`config.mk`:
```
export PLATFORM = sky130hd
export DESIGN_NAME = systolic_pe_ws_flat
export DESIGN_NICKNAME = d
export VERILOG_FILES = /design/src/rtl/systolic_pe_ws_if.sv /design/src/rtl/systolic_pe_ws.sv /design/src/flat_wrapper.sv
export SDC_FILE = /design/constraint.sdc
export NUM_CORES = 1
export LEC_CHECK = 0
export CAP_MARGIN = 30
export CORE_MARGIN = 10
export CORE_UTILIZATION = 45
export CTS_CLUSTER_DIAMETER = 100
export DETAILED_ROUTE_END_ITERATION = 16
export DONT_BUFFER_PORTS = 1
export SETUP_SLACK_MARGIN = 0.15
export SLEW_MARGIN = 20
export SYNTH_ARGS = -nofsm -noshare
export SYNTH_HDL_FRONTEND = slang
export SYNTH_SLANG_ARGS = --single-unit
```
`constraint.sdc`:
```
create_clock -name clk -period 5.36 [get_ports clk]
set_input_delay 0.536 -clock clk [delete_from_list [all_inputs] [get_ports clk]]
set_output_delay 0.536 -clock clk [all_outputs]
set_load 0.05 [all_outputs]
```
`src/rtl/systolic_pe_ws_if.sv`:
```
// Data, psum and weight-chain bundle for one weight-stationary systolic PE.
// The master side drives a PE. The slave side is the PE itself.
interface systolic_pe_ws_if #(
  parameter int DATA_W = 8,
  parameter int ACC_W  = 16
);
  logic              in_valid;
  logic [DATA_W-1:0] in_a;
  logic [ACC_W-1:0]  in_psum;
  logic              out_a_valid;
  logic [DATA_W-1:0] out_a;
  logic              out_valid;
  logic [ACC_W-1:0]  out_psum;
  logic              w_shift_en;
  logic [DATA_W-1:0] w_shift_in;
  logic [DATA_W-1:0] w_shift_out;
  logic              w_swap;
  logic              sat_flag;
  logic              clr_flag;

  modport master (
    output in_valid, in_a, in_psum, w_shift_en, w_shift_in, w_swap, clr_flag,
    input  out_a_valid, out_a, out_valid, out_psum, w_shift_out, sat_flag
  );

  modport slave (
    input  in_valid, in_a, in_psum, w_shift_en, w_shift_in, w_swap, clr_flag,
    output out_a_valid, out_a, out_valid, out_psum, w_shift_out, sat_flag
  );
endinterface

```
`src/rtl/systolic_pe_ws.sv`:
```
// Weight-stationary systolic PE with a double-buffered weight and a 2-stage MAC.
// The accumulate saturates or wraps. A daisy-chained shadow register reloads weights.
module systolic_pe_ws #(
  parameter int DATA_W   = 8,
  parameter int ACC_W    = 16,
  parameter bit SIGNED   = 1'b1,
  parameter bit SATURATE = 1'b1
) (
  input  logic           clk,
  input  logic           rst,
  systolic_pe_ws_if.slave pe
);
  localparam int PW     = 2 * DATA_W;
  localparam int STAGES = 2;

  if (DATA_W < 2 || ACC_W < PW) begin : g_bad_params
    $error("systolic_pe_ws: need DATA_W >= 2 and ACC_W >= 2*DATA_W");
  end

  logic [DATA_W-1:0] w_active, w_shadow;
  logic [DATA_W-1:0] a_r;
  logic [ACC_W-1:0]  psum_r, psum_o;
  logic [PW-1:0]     prod_c, prod_r;
  logic [STAGES-1:0] vld_pipe;
  logic [ACC_W:0]    prod_x, psum_x, sum;
  logic [ACC_W-1:0]  res;
  logic              ovf, flag;

  always_comb begin
    if (SIGNED)
      prod_c = $signed({{DATA_W{pe.in_a[DATA_W-1]}}, pe.in_a}) *
               $signed({{DATA_W{w_active[DATA_W-1]}}, w_active});
    else
      prod_c = PW'(pe.in_a) * PW'(w_active);
  end

  // One guard bit keeps the sum exact, so overflow is read off the top two bits.
  always_comb begin
    if (SIGNED) begin
      prod_x = {{(ACC_W + 1 - PW){prod_r[PW-1]}}, prod_r};
      psum_x = {psum_r[ACC_W-1], psum_r};
    end else begin
      prod_x = (ACC_W + 1)'(prod_r);
      psum_x = {1'b0, psum_r};
    end
    sum = psum_x + prod_x;
    ovf = SIGNED ? (sum[ACC_W] ^ sum[ACC_W-1]) : sum[ACC_W];
    res = sum[ACC_W-1:0];
    if (ovf && SATURATE) begin
      if (!SIGNED)          res = '1;
      else if (sum[ACC_W])  res = {1'b1, {(ACC_W-1){1'b0}}};
      else                  res = {1'b0, {(ACC_W-1){1'b1}}};
    end
  end

  always_ff @(posedge clk) begin
    if (rst) begin
      vld_pipe <= '0;
      a_r      <= '0;
      psum_r   <= '0;
      prod_r   <= '0;
      psum_o   <= '0;
      flag     <= 1'b0;
      w_active <= '0;
      w_shadow <= '0;
    end else begin
      vld_pipe <= {vld_pipe[STAGES-2:0], pe.in_valid};
      if (pe.in_valid) begin
        a_r    <= pe.in_a;
        psum_r <= pe.in_psum;
        prod_r <= prod_c;
      end
      if (vld_pipe[0]) psum_o <= res;
      if (vld_pipe[0] && ovf) flag <= 1'b1;
      else if (pe.clr_flag)   flag <= 1'b0;
      // Swap samples the pre-shift shadow; in-flight products keep the old weight.
      if (pe.w_swap)     w_active <= w_shadow;
      if (pe.w_shift_en) w_shadow <= pe.w_shift_in;
    end
  end

  assign pe.out_a       = a_r;
  assign pe.out_a_valid = vld_pipe[0];
  assign pe.out_valid   = vld_pipe[STAGES-1];
  assign pe.out_psum    = psum_o;
  assign pe.w_shift_out = w_shadow;
  assign pe.sat_flag    = flag;
endmodule
```
`src/flat_wrapper.sv`:
```
// flat-port wrapper written by rule: the top's interface ports become plain ports
module systolic_pe_ws_flat 
#(
  parameter int DATA_W   = 8,
  parameter int ACC_W    = 16,
  parameter bit SIGNED   = 1'b1,
  parameter bit SATURATE = 1'b1
)
  (clk, rst, pe_in_valid, pe_in_a, pe_in_psum, pe_w_shift_en, pe_w_shift_in, pe_w_swap, pe_clr_flag, pe_out_a_valid, pe_out_a, pe_out_valid, pe_out_psum, pe_w_shift_out, pe_sat_flag);
  systolic_pe_ws_if #(.DATA_W(DATA_W), .ACC_W(ACC_W)) pe_i ();
  input  logic clk;
  input  logic rst;
  input wire logic [$bits(pe_i.in_valid)-1:0] pe_in_valid;
  input wire logic [$bits(pe_i.in_a)-1:0] pe_in_a;
  input wire logic [$bits(pe_i.in_psum)-1:0] pe_in_psum;
  input wire logic [$bits(pe_i.w_shift_en)-1:0] pe_w_shift_en;
  input wire logic [$bits(pe_i.w_shift_in)-1:0] pe_w_shift_in;
  input wire logic [$bits(pe_i.w_swap)-1:0] pe_w_swap;
  input wire logic [$bits(pe_i.clr_flag)-1:0] pe_clr_flag;
  output wire logic [$bits(pe_i.out_a_valid)-1:0] pe_out_a_valid;
  output wire logic [$bits(pe_i.out_a)-1:0] pe_out_a;
  output wire logic [$bits(pe_i.out_valid)-1:0] pe_out_valid;
  output wire logic [$bits(pe_i.out_psum)-1:0] pe_out_psum;
  output wire logic [$bits(pe_i.w_shift_out)-1:0] pe_w_shift_out;
  output wire logic [$bits(pe_i.sat_flag)-1:0] pe_sat_flag;
  assign pe_i.in_valid = pe_in_valid;
  assign pe_i.in_a = pe_in_a;
  assign pe_i.in_psum = pe_in_psum;
  assign pe_i.w_shift_en = pe_w_shift_en;
  assign pe_i.w_shift_in = pe_w_shift_in;
  assign pe_i.w_swap = pe_w_swap;
  assign pe_i.clr_flag = pe_clr_flag;
  assign pe_out_a_valid = pe_i.out_a_valid;
  assign pe_out_a = pe_i.out_a;
  assign pe_out_valid = pe_i.out_valid;
  assign pe_out_psum = pe_i.out_psum;
  assign pe_w_shift_out = pe_i.w_shift_out;
  assign pe_sat_flag = pe_i.sat_flag;
  systolic_pe_ws #(.DATA_W(DATA_W), .ACC_W(ACC_W), .SIGNED(SIGNED), .SATURATE(SATURATE)) u_core (.clk(clk), .rst(rst), .pe(pe_i));
endmodule
```
==> metrics.md, run 1 <==
| Metric | Value |
|---|---|
| Status | `completed` |
| Final Util | `0.496` |
| Final hold vios | `0` |
| Yosys reg bits | `75` |
| Post-synthesis sequential area ratio | `0.241` |
| Worst Path Max Fanout | `9` |
| Initial antenna violation count | `0` |
| P per Cell Area | `247 mW/mm^2` |
| Yosys warning count | `0` |
| Cell variety after synth | `58` |
| H-tree depth | `3` |
| Tmin final | `4.53 ns` |
| Final Power | `1640 uW` |
| Crit Path Class | `flip-flop to flip-flop` |
| Slew of the pin with the lowest slew margin | `0.632 ns` |
| Post CTS Setup Buffer Count | `0` |
| Max-cap violations | `0` |
| Wirelength per Cell | `16.2 microns` |
| Relative slew margins | `0.578` |
| Pins Over Slew Limit | `0` |
| First-pass GRT wire length | `23000 microns` |
| Post-synth EDFFs | `0` |
| Setup TNS | `0 ns` |
| RSZ-0062 raised after global routing | `false` |
| Layout cells sized above 1 | `0.0484` |
| Reg-to-Reg Start | `u_core.w_active[2]` |
| Register share of total power | `0.415` |
| Comb pwr share | `0.178` |
| CTS root buffer | `clkbuf_16` |
| Setup crit end | `u_core.prod_r[14]` |
| Starting density of the core | `0.464` |
| Share of synthesized registers carrying an async set or reset | `0` |
| Ant diodes | `0` |
| WP data required | `5.59 ns` |
| # IOs | `73` |
| Final setup violation count | `0` |
| Peak supply drop | `0.000186 V` |
| Post-synthesis cell area | `0.00622 sq mm` |
| Fmax | `221 MHz` |
| Crit start category | `flip-flop` |
| Most used cell, CP | `inv_1` |
| Hold WC Path Type | `primary input to flip-flop` |
| CTS tree | `built` |
| Crit end category | `flip-flop` |
| Final net count | `816` |
| Routed via count | `4563` |
| Crit path DAT | `4.76 ns` |
| Most frequent cells in the layout | `inv_1, nor2_1, dfxtp_1` |
| Pint | `1130 uW` |
| # rows | `between 40 and 50` |
| Crit path launch | `u_core.w_active[2]` |
| Mapped Nets | `835` |
| Cell breakdown of the critical path | `nand2_1 > inv_1 > fa_1 > inv_1 > fa_1 > inv_1 > fa_1 > inv_1 > fa_1 > inv_1 > ha_1 > and3_1 > o2111ai_1 > and4_1 > o21ai_0 > a21oi_1` |
| Die Y | `roughly 140 microns` |
| Via-per-instance ratio | `5.32` |
| Most used DFF post-synth | `dfxtp_1` |
| Leak | `0.00305 uW` |
| Gpl congestion | `0.836` |
| Core area | `0.0134 sq mm` |
| Clk pin slew, worst setup/hold paths | `0.06 ns` |
| Final period utilization | `0.845` |
| Worst skew pair latency | `0.35 ns` |
| Die W | `138 microns` |
| IO buf count | `0` |
| Largest net degree at the start of global routing | `71` |
| PostCTS Resize Cnt | `0` |
| Hold_buf cts | `0` |
| Total Routed Length | `13900 microns` |
| RR Endpoint | `u_core.prod_r[14]` |
| Sw frac | `0.310` |
| CTS buffer count | `9` |
| Vias in the first global route | `4692` |
| Most common cell after layout, fill and taps aside | `inv_1` |
| Post-DP HPWL | `11000 microns` |
| Gr ovfl total | `0` |
| Hold_ws | `0.257 ns` |
| Switch Pwr | `509 uW` |
| Die area | `0.0189 sq mm` |
| R2R cell count | `16` |
| 1st-iter DRT viols | `approximately 140` |
| Antenna viol nets, final | `0` |
| Clock power frac | `0.407` |
| FF-to-FF setup slack | `0.83 ns` |
| Drt first pass iters | `4` |
| Slowest stage delay, CP | `0.56 ns` |
| Crit-path slowest cell | `fa_1` |
| Mapped Cells | `696` |
| Drt drc | `0` |
| GRT Overall Usage | `0.152` |
| Area delta synth->final | `6.90%` |
| Clock Skew | `roughly 0.008 ns` |
| CTS sink cnt | `75` |
| Syn_area_per_cell | `8.94 sq um` |
| CTS Buffer Depth | `2` |
area by class of cell:
| class | instances | area, sq um |
|---|---|---|
| clock buffer | 9 | 225 |
| clock inverter | 7 | 100 |
| fill | 1261 | 6750 |
| inverter | 97 | 364 |
| multi-input combinational | 493 | 4230 |
| sequential | 75 | 1500 |
| tap | 176 | 220 |
| timing repair buffer | 1 | 7.51 |
cells in the mapped netlist (all sizes together) (2+ instances only):
master | count | share of area
xor2 | 9 | 0.016
nor2 | 78 | 0.047
mux2i | 52 | 0.084
a21boi | 2 | 0.0024
xnor2 | 16 | 0.024
dfxtp | 75 | 0.24
nor2b | 3 | 0.0030
and4 | 3 | 0.0042
nand2 | 48 | 0.029
ha | 45 | 0.090
o21ai | 23 | 0.018
maj3 | 2 | 0.0034
fa | 56 | 0.18
a311oi | 5 | 0.0070
clkbuf | 24 | 0.014
a21oi | 24 | 0.019
o21a | 5 | 0.0060
and3 | 6 | 0.0060
a41oi | 2 | 0.0028
nand2b | 6 | 0.0060
a2111oi | 2 | 0.0068
nor3 | 8 | 0.0064
o221a | 2 | 0.0036
or3 | 2 | 0.0028
a31oi | 9 | 0.0090
o2111ai | 2 | 0.0028
buf | 7 | 0.0054
inv | 97 | 0.059
a21o | 6 | 0.0072
nand3 | 12 | 0.0097
a221o | 2 | 0.0032
a211oi | 10 | 0.014
o22a | 2 | 0.0042
nor3b | 2 | 0.0024
o21bai | 4 | 0.0048
and2 | 34 | 0.034
cells by family (layout without fill, tap and decap cells):
logic type	after synthesis	after routing	synth area share
AND/OR/NAND/NOR	206	206	0.158
AO/OA/AOI/OAI	107	107	0.125
buffers and inverters	128	114	0.0784
XOR/XNOR	25	25	0.0394
adder cells (fa/ha/maj)	103	103	0.274
multiplexers	52	52	0.0836
flip-flops	75	75	0.241
metrics by stage:
stage | cell area [sq um] | instances | worst slack, ns
after detailed placement | 6330 | 842 | 0.719
after global routing | 6650 | 858 | 0.524
after global placement | 6330 | 842 | 0.846
after CTS | 6650 | 858 | 0.787
after floorplan | 6220 | 696 | 0.953
final | 6650 | 858 | 0.831
registers in the layout, summed over array words and instances (netlist names):
signal and cells:
u_core.w_active 8, u_core.pe.out_psum 16, u_core.pe.out_a 8, u_core.pe.sat_flag 1
u_core.psum_r 16, u_core.vld_pipe 2, u_core.prod_r 16, u_core.pe.w_shift_out 8
per-layer routing:
layer	wire, microns	GRT usage	vias up
li1	-	-	2261
met1	5950	0.179	2168
met2	6720	0.256	116
met3	961	0.0452	18
met4	247	0.0585	0
met5	0	0	-
worst max-delay path: cells and delay by family (launching register included):
family / cells / cell delay, ns
adder cells (fa/ha/maj): 5 / 2.51
AND/OR/NAND/NOR: 3 / 0.67
AO/OA/AOI/OAI: 3 / 0.46
flip-flops: 1 / 0.40
buffers and inverters: 5 / 0.38
worst min path at each step:
stage	startpoint	endpoint	slack (ns)	depth (start not counted)
global placement	u_core.prod_r[14]	u_core.prod_r[14]	0.46	2
floorplan	u_core.prod_r[0]	u_core.prod_r[0]	0.45	2
CTS	rst	u_core.pe.out_psum[13]	0.24	1
detailed placement	u_core.prod_r[14]	u_core.prod_r[14]	0.45	2
finish	rst	u_core.psum_r[12]	0.26	1
global route	rst	u_core.psum_r[11]	0.25	1
power groups by stage:
stage | clock (uW) | sequential [uW] | combinational (uW)
final | 668 | 681 | 291
after global routing | 711 | 686 | 333
after CTS | 690 | 682 | 295
after detailed placement | 0 | 694 | 293
after global placement | 0 | 693 | 283
after floorplan | 0 | 682 | 262
Power figures use the tool's default switching activity.
==> run 2: changes to the inputs <==
==> constraint.sdc (replaced) <==
create_clock -name clk -period 4.5 [get_ports clk]
set_input_delay 0.45 -clock clk [delete_from_list [all_inputs] [get_ports clk]]
set_output_delay 0.45 -clock clk [all_outputs]
set_load 0.05 [all_outputs]
==> run 2 against run 1 <==
Sequential share of layout area down 0.38 points. Final area is 2.9% higher. Critical endpoint is now u_core.prod_r[15]. Critical path depth grew 2. Combinational power rose by 24%. First-iteration DRC count increased by 21%. Setup slack got worse by 0.48 ns. Largest power group is now the clock network. Non-clock buffer count increased by 10. Global-route usage shrank 0.20 points. Core utilization grew 1.4 points.
==> metrics.md, run 2 (synthesized netlist as in run 1, its figures left out) <==
| Metric | Value |
|---|---|
| Final period utilization | `0.922` |
| Pins Over Slew Limit | `0` |
| Clock Skew | `approximately 0.012 ns` |
| 1st-iter DRT viols | `170` |
| Gpl congestion | `0.835` |
| Hold_sp | `rst` |
| WHS Path Cells | `1` |
| Largest net degree at the start of global routing | `71` |
| Routed via count | `4570` |
| RSZ-0062 raised after global routing | `false` |
| Crit-path slowest cell | `fa_1` |
| Initial antenna violation count | `0` |
| Tmin final | `roughly 4.1 ns` |
| Peak supply drop | `0.000299 V` |
| Area delta synth->final | `9.99%` |
| Worst Path Buf+Inv | `5` |
| Die area | `0.0189 sq mm` |
| Leak | `0.00312 uW` |
| Status | `completed` |
| Crit end category | `flip-flop` |
| Hold WC Path Type | `primary input to flip-flop` |
| Slew of the pin with the lowest slew margin | `0.581 ns` |
| WP data required | `4.73 ns` |
| WP depth | `18` |
| Crit path launch | `u_core.w_active[2]` |
| R2R cell count | `18` |
| Wirelength per Cell | `16.0 microns` |
| Max-cap violations | `0` |
| Final instance area | `between 0.006 and 0.007 sq mm` |
| Ant diodes | `0` |
| Die W | `138 microns` |
| Crit path DAT | `4.38 ns` |
| # IOs | `73` |
| Crit start category | `flip-flop` |
| Fmax | `241 MHz` |
| Post-DP HPWL | `10900 microns` |
| Slowest stage delay, CP | `0.60 ns` |
| Layout cells sized above 1 | `0.0954` |
| Hold_ws | `0.178 ns` |
| FF-to-FF setup slack | `0.35 ns` |
| Gr ovfl total | `0` |
| Vias in the first global route | `4656` |
| Total Routed Length | `13900 microns` |
| Setup TNS | `0 ns` |
| P per Cell Area | `295 mW/mm^2` |
| Clk pin slew, worst setup/hold paths | `0.07 ns` |
| Cell breakdown of the critical path | `nand2_4 > inv_1 > fa_1 > inv_2 > fa_1 > inv_1 > fa_1 > inv_1 > fa_1 > inv_1 > ha_2 > a21o_1 > a21oi_2 > o21bai_1 > a41oi_2 > xnor2_1 > mux2i_1 > nor2_1` |
| Antenna viol nets, final | `0` |
| CTS Buffer Depth | `2` |
| Starting density of the core | `0.464` |
| Most frequent cells in the layout | `inv_1, nor2_1, dfxtp_1` |
| Most common cell after layout, fill and taps aside | `inv_1` |
| RR Endpoint | `u_core.prod_r[15]` |
| Setup crit end | `u_core.prod_r[15]` |
| Crit Path Class | `flip-flop to flip-flop` |
| Die Y | `around 140 microns` |
| H-tree depth | `3` |
| Reg-to-Reg Start | `u_core.w_active[2]` |
| Drt first pass iters | `4` |
| GRT Overall Usage | `0.150` |
| Final Power | `2020 uW` |
| Final hold vios | `0` |
| Final setup violation count | `0` |
| CTS buffer count | `9` |
| Worst Path Max Fanout | `8` |
| Placed cell areas | `0.00636 sq mm` |
| CTS root buffer | `clkbuf_16` |
| Drt drc | `0` |
| IO buf count | `0` |
| Worst skew pair latency | `0.35 ns` |
| First-pass GRT wire length | `22800 microns` |
| Final net count | `826` |
| CTS sink cnt | `75` |
| # rows | `42` |
| Worst path top cell family by delay | `adder cells` |
| CTS tree | `built` |
| Via-per-instance ratio | `5.26` |
| Core area | `between 0.01 and 0.015 sq mm` |
| Relative slew margins | `0.612` |
==> run 2: changes by cell type in the layout (fill, tap and decap cells not counted), sizes merged <==
cell      change
clkinv        +2
clkbuf        +1
buf          +10
bufinv        +1
clkinvlp      -2
inv           -2
==> run 2: area by class of cell <==
cell class / count / area [sq um]
inverter: 97 / 367
clock inverter: 6 / 113
sequential: 75 / 1520
tap: 176 / 220
fill: 1264 / 6560
multi-input combinational: 493 / 4310
timing repair buffer: 11 / 82.6
clock buffer: 10 / 239
==> run 2: report_power, final <==
part	internal, uW	leakage [uW]	total [uW]	switching [uW]
registers	704	0.000619	809	104
logic	161	0.00233	360	199
clock network	558	0.000173	849	292
==> run 2: metrics by stage <==
stage	setup slack (ns)	util	instances
final	0.351	0.511	868
after global routing	0.133	0.511	868
after CTS	0.151	0.502	863
after detailed placement	-0.0379	0.475	847
after global placement	0.0859	0.475	847
after floorplan	0.179	-	696
==> run 2: timing repair <==
item,4_1_cts,5_1_grt
hold buffers,0,0
setup endpoints to repair,5,6
setup buffers,0,5
pin swaps,0,4
gates resized for setup,10,24
==> run 2: routing by layer <==
layer / GRT usage / share of wire
met1: 0.173 / 0.43
met2: 0.260 / 0.50
met3: 0.0503 / 0.070
met4: 0.0427 / 0.0077
met5: 0 / 0
==> run 2: worst min path at each step <==
stage / to
after floorplan: u_core.prod_r[0]
after global placement: u_core.prod_r[14]
after detailed placement: u_core.prod_r[14]
after CTS: u_core.pe.out_psum[13]
after global routing: u_core.psum_r[12]
final: u_core.prod_r[13]
==> run 3: changes to the inputs <==
--- a/config.mk
+++ b/config.mk
@@ -5,9 +5,10 @@
 export SDC_FILE = /design/constraint.sdc
 export NUM_CORES = 1
 export LEC_CHECK = 0
+export ABC_CLOCK_PERIOD_IN_PS = 4500
 export CAP_MARGIN = 30
 export CORE_MARGIN = 10
-export CORE_UTILIZATION = 45
+export CORE_UTILIZATION = 30
 export CTS_CLUSTER_DIAMETER = 100
 export DETAILED_ROUTE_END_ITERATION = 16
 export DONT_BUFFER_PORTS = 1
==> run 3 against run 2 <==
Combinational power shrank 1%. First-iteration DRC count grew 18%. Hold slack gained 0.0053 ns. Sequential share of layout area shrank 0.11 points. Final area is the same. Critical path type unchanged. Largest power group is now registers. Highest routed layer unchanged.
==> metrics.md, run 3 (synthesized netlist as in run 1, its figures left out) <==
| Metric | Value |
|---|---|
| Final WS setup | `0.356 ns` |
| Reg-to-Reg Start | `u_core.w_active[2]` |
| Clock power frac | `0.385` |
| # rows | `52` |
| Final period utilization | `0.921` |
| Sw frac | `0.313` |
| Most common cell after layout, fill and taps aside | `inv_1` |
| CTS Buffer Depth | `2` |
| Pins Over Slew Limit | `0` |
| Comb pwr share | `0.188` |
| 1st-iter DRT viols | `between 200 and 250` |
| Register share of total power | `0.427` |
| Drt drc | `0` |
| Status | `completed` |
| Placed cell areas | `approximately 0.0065 sq mm` |
| Post-DP HPWL | `about 11000 microns` |
| Final Power | `between 1500 and 2000 uW` |
| Core area | `0.0203 sq mm` |
| First-pass GRT wire length | `23100 microns` |
| CTS root buffer | `clkbuf_16` |
| Largest net degree at the start of global routing | `71` |
| Crit end category | `flip-flop` |
| Crit path DAT | `4.38 ns` |
| Crit path launch | `u_core.w_active[2]` |
| Ant diodes | `0` |
| Slew of the pin with the lowest slew margin | `0.615 ns` |
| RSZ-0062 raised after global routing | `true` |
| CTS tree | `built` |
| Setup TNS | `0 ns` |
| CTS buffer count | `9` |
| Max-cap violations | `0` |
| Gr ovfl total | `0` |
| Worst skew pair latency | `0.35 ns` |
| Pint | `1300 uW` |
| Routed via count | `4477` |
| Hold_ws | `roughly 0.18 ns` |
| Fillers | `2111` |
| Final setup violation count | `0` |
| Switch Pwr | `594 uW` |
| Gpl congestion | `0.807` |
| Area delta synth->final | `9.99%` |
| Peak supply drop | `0.000265 V` |
| Worst Path Max Fanout | `6` |
| Hold_sp | `rst` |
| Tmin final | `about 4.1 ns` |
| Final net count | `821` |
| # IOs | `73` |
| Crit start category | `flip-flop` |
| Via-per-instance ratio | `4.69` |
| Area occupied by multi-input gates | `0.00430 sq mm` |
| Starting density of the core | `0.307` |
| Hold WC Path Type | `primary input to flip-flop` |
| Die W | `approximately 160 microns` |
| GRT Overall Usage | `0.106` |
| Crit Path Class | `flip-flop to flip-flop` |
| Clock Skew | `0.0117 ns` |
| Total Routed Length | `around 14000 microns` |
| Vias in the first global route | `4542` |
| Final hold vios | `0` |
| Worst slack at placement | `approximately 0.052 ns` |
| Initial antenna violation count | `0` |
| Final instance area | `0.00685 sq mm` |
| WP data required | `4.74 ns` |
| Relative slew margins | `0.590` |
| CTS sink cnt | `75` |
| Fmax | `241 MHz` |
| Wirelength per Cell | `14.6 microns` |
| Layout cells sized above 1 | `0.0818` |
| Die area | `0.0269 sq mm` |
| Die Y | `164 microns` |
| IO buf count | `0` |
| Antenna viol nets, final | `0` |
| H-tree depth | `3` |
| Most frequent cells in the layout | `inv_1, nor2_1, dfxtp_1` |
| P per Cell Area | `approximately 280 mW/mm^2` |
| Clk pin slew, worst setup/hold paths | `0.06 ns` |
| Leak | `0.00307 uW` |
| Hold_buf cts | `0` |
| Drt first pass iters | `4` |
| Seq. cell area | `0.00151 sq mm` |
## run 3: changes by cell type in the layout (fill, tap and decap cells not counted), sizes merged
cell / change
buf: -5
bufinv: -2
## run 3: power groups by stage
| stage | clock, uW | sequential (uW) | combinational (uW) |
|---|---|---|---|
| final | 730 | 811 | 356 |
| after global routing | 775 | 817 | 410 |
| after CTS | 753 | 812 | 351 |
| after detailed placement | 0 | 826 | 348 |
| after global placement | 0 | 826 | 344 |
| after floorplan | 0 | 812 | 312 |
## run 3: what timing repair did
| action | 4_1_cts | 5_1_grt |
|---|---|---|
| pin swaps | 0 | 5 |
| hold endpoints to repair | 0 | 0 |
| buffers inserted | 0 | 1 |
| resized for setup | 2 | 23 |
| setup endpoints to repair | 5 | 6 |
## run 3: metal layers
metal | global-route usage | part of all wire
met1 | 0.139 | 0.48
met2 | 0.166 | 0.44
met3 | 0.0338 | 0.066
met4 | 0.0211 | 0.0073
met5 | 0 | 0
## run 3: area by class of cell
type                       instances  area share
multi-input combinational        493       0.627
sequential                        75       0.221
inverter                          97      0.0532
tap                              270      0.0494
clock buffer                      10      0.0349
clock inverter                     4     0.00768
timing repair buffer               6     0.00658
## run 3: final timing paths
path,endpoint,slack (ns),cells after the start
worst max-delay path,u_core.prod_r[14],0.36,16
worst min-delay path,u_core.psum_r[12],0.18,1
worst max register to register,u_core.prod_r[14],0.36,16
worst min register to register,u_core.prod_r[0],0.47,2
## run 3: critical path, cell delays in order, from the launching register on
cell	delay (ns)
dfxtp_2	0.37
nand2_4	0.10
inv_1	0.06
fa_1	0.58
inv_2	0.09
fa_1	0.54
inv_1	0.05
fa_1	0.53
inv_1	0.05
fa_1	0.53
inv_1	0.06
ha_4	0.29
and3_4	0.20
o2111ai_1	0.15
and4_1	0.21
o21ai_0	0.14
a21oi_1	0.08
## run 3: stage by stage
step	utilization	std cells
detailed placement	0.319	940
CTS	0.333	954
global placement	0.319	940
finish	0.337	955
global route	0.337	955
floorplan	-	696
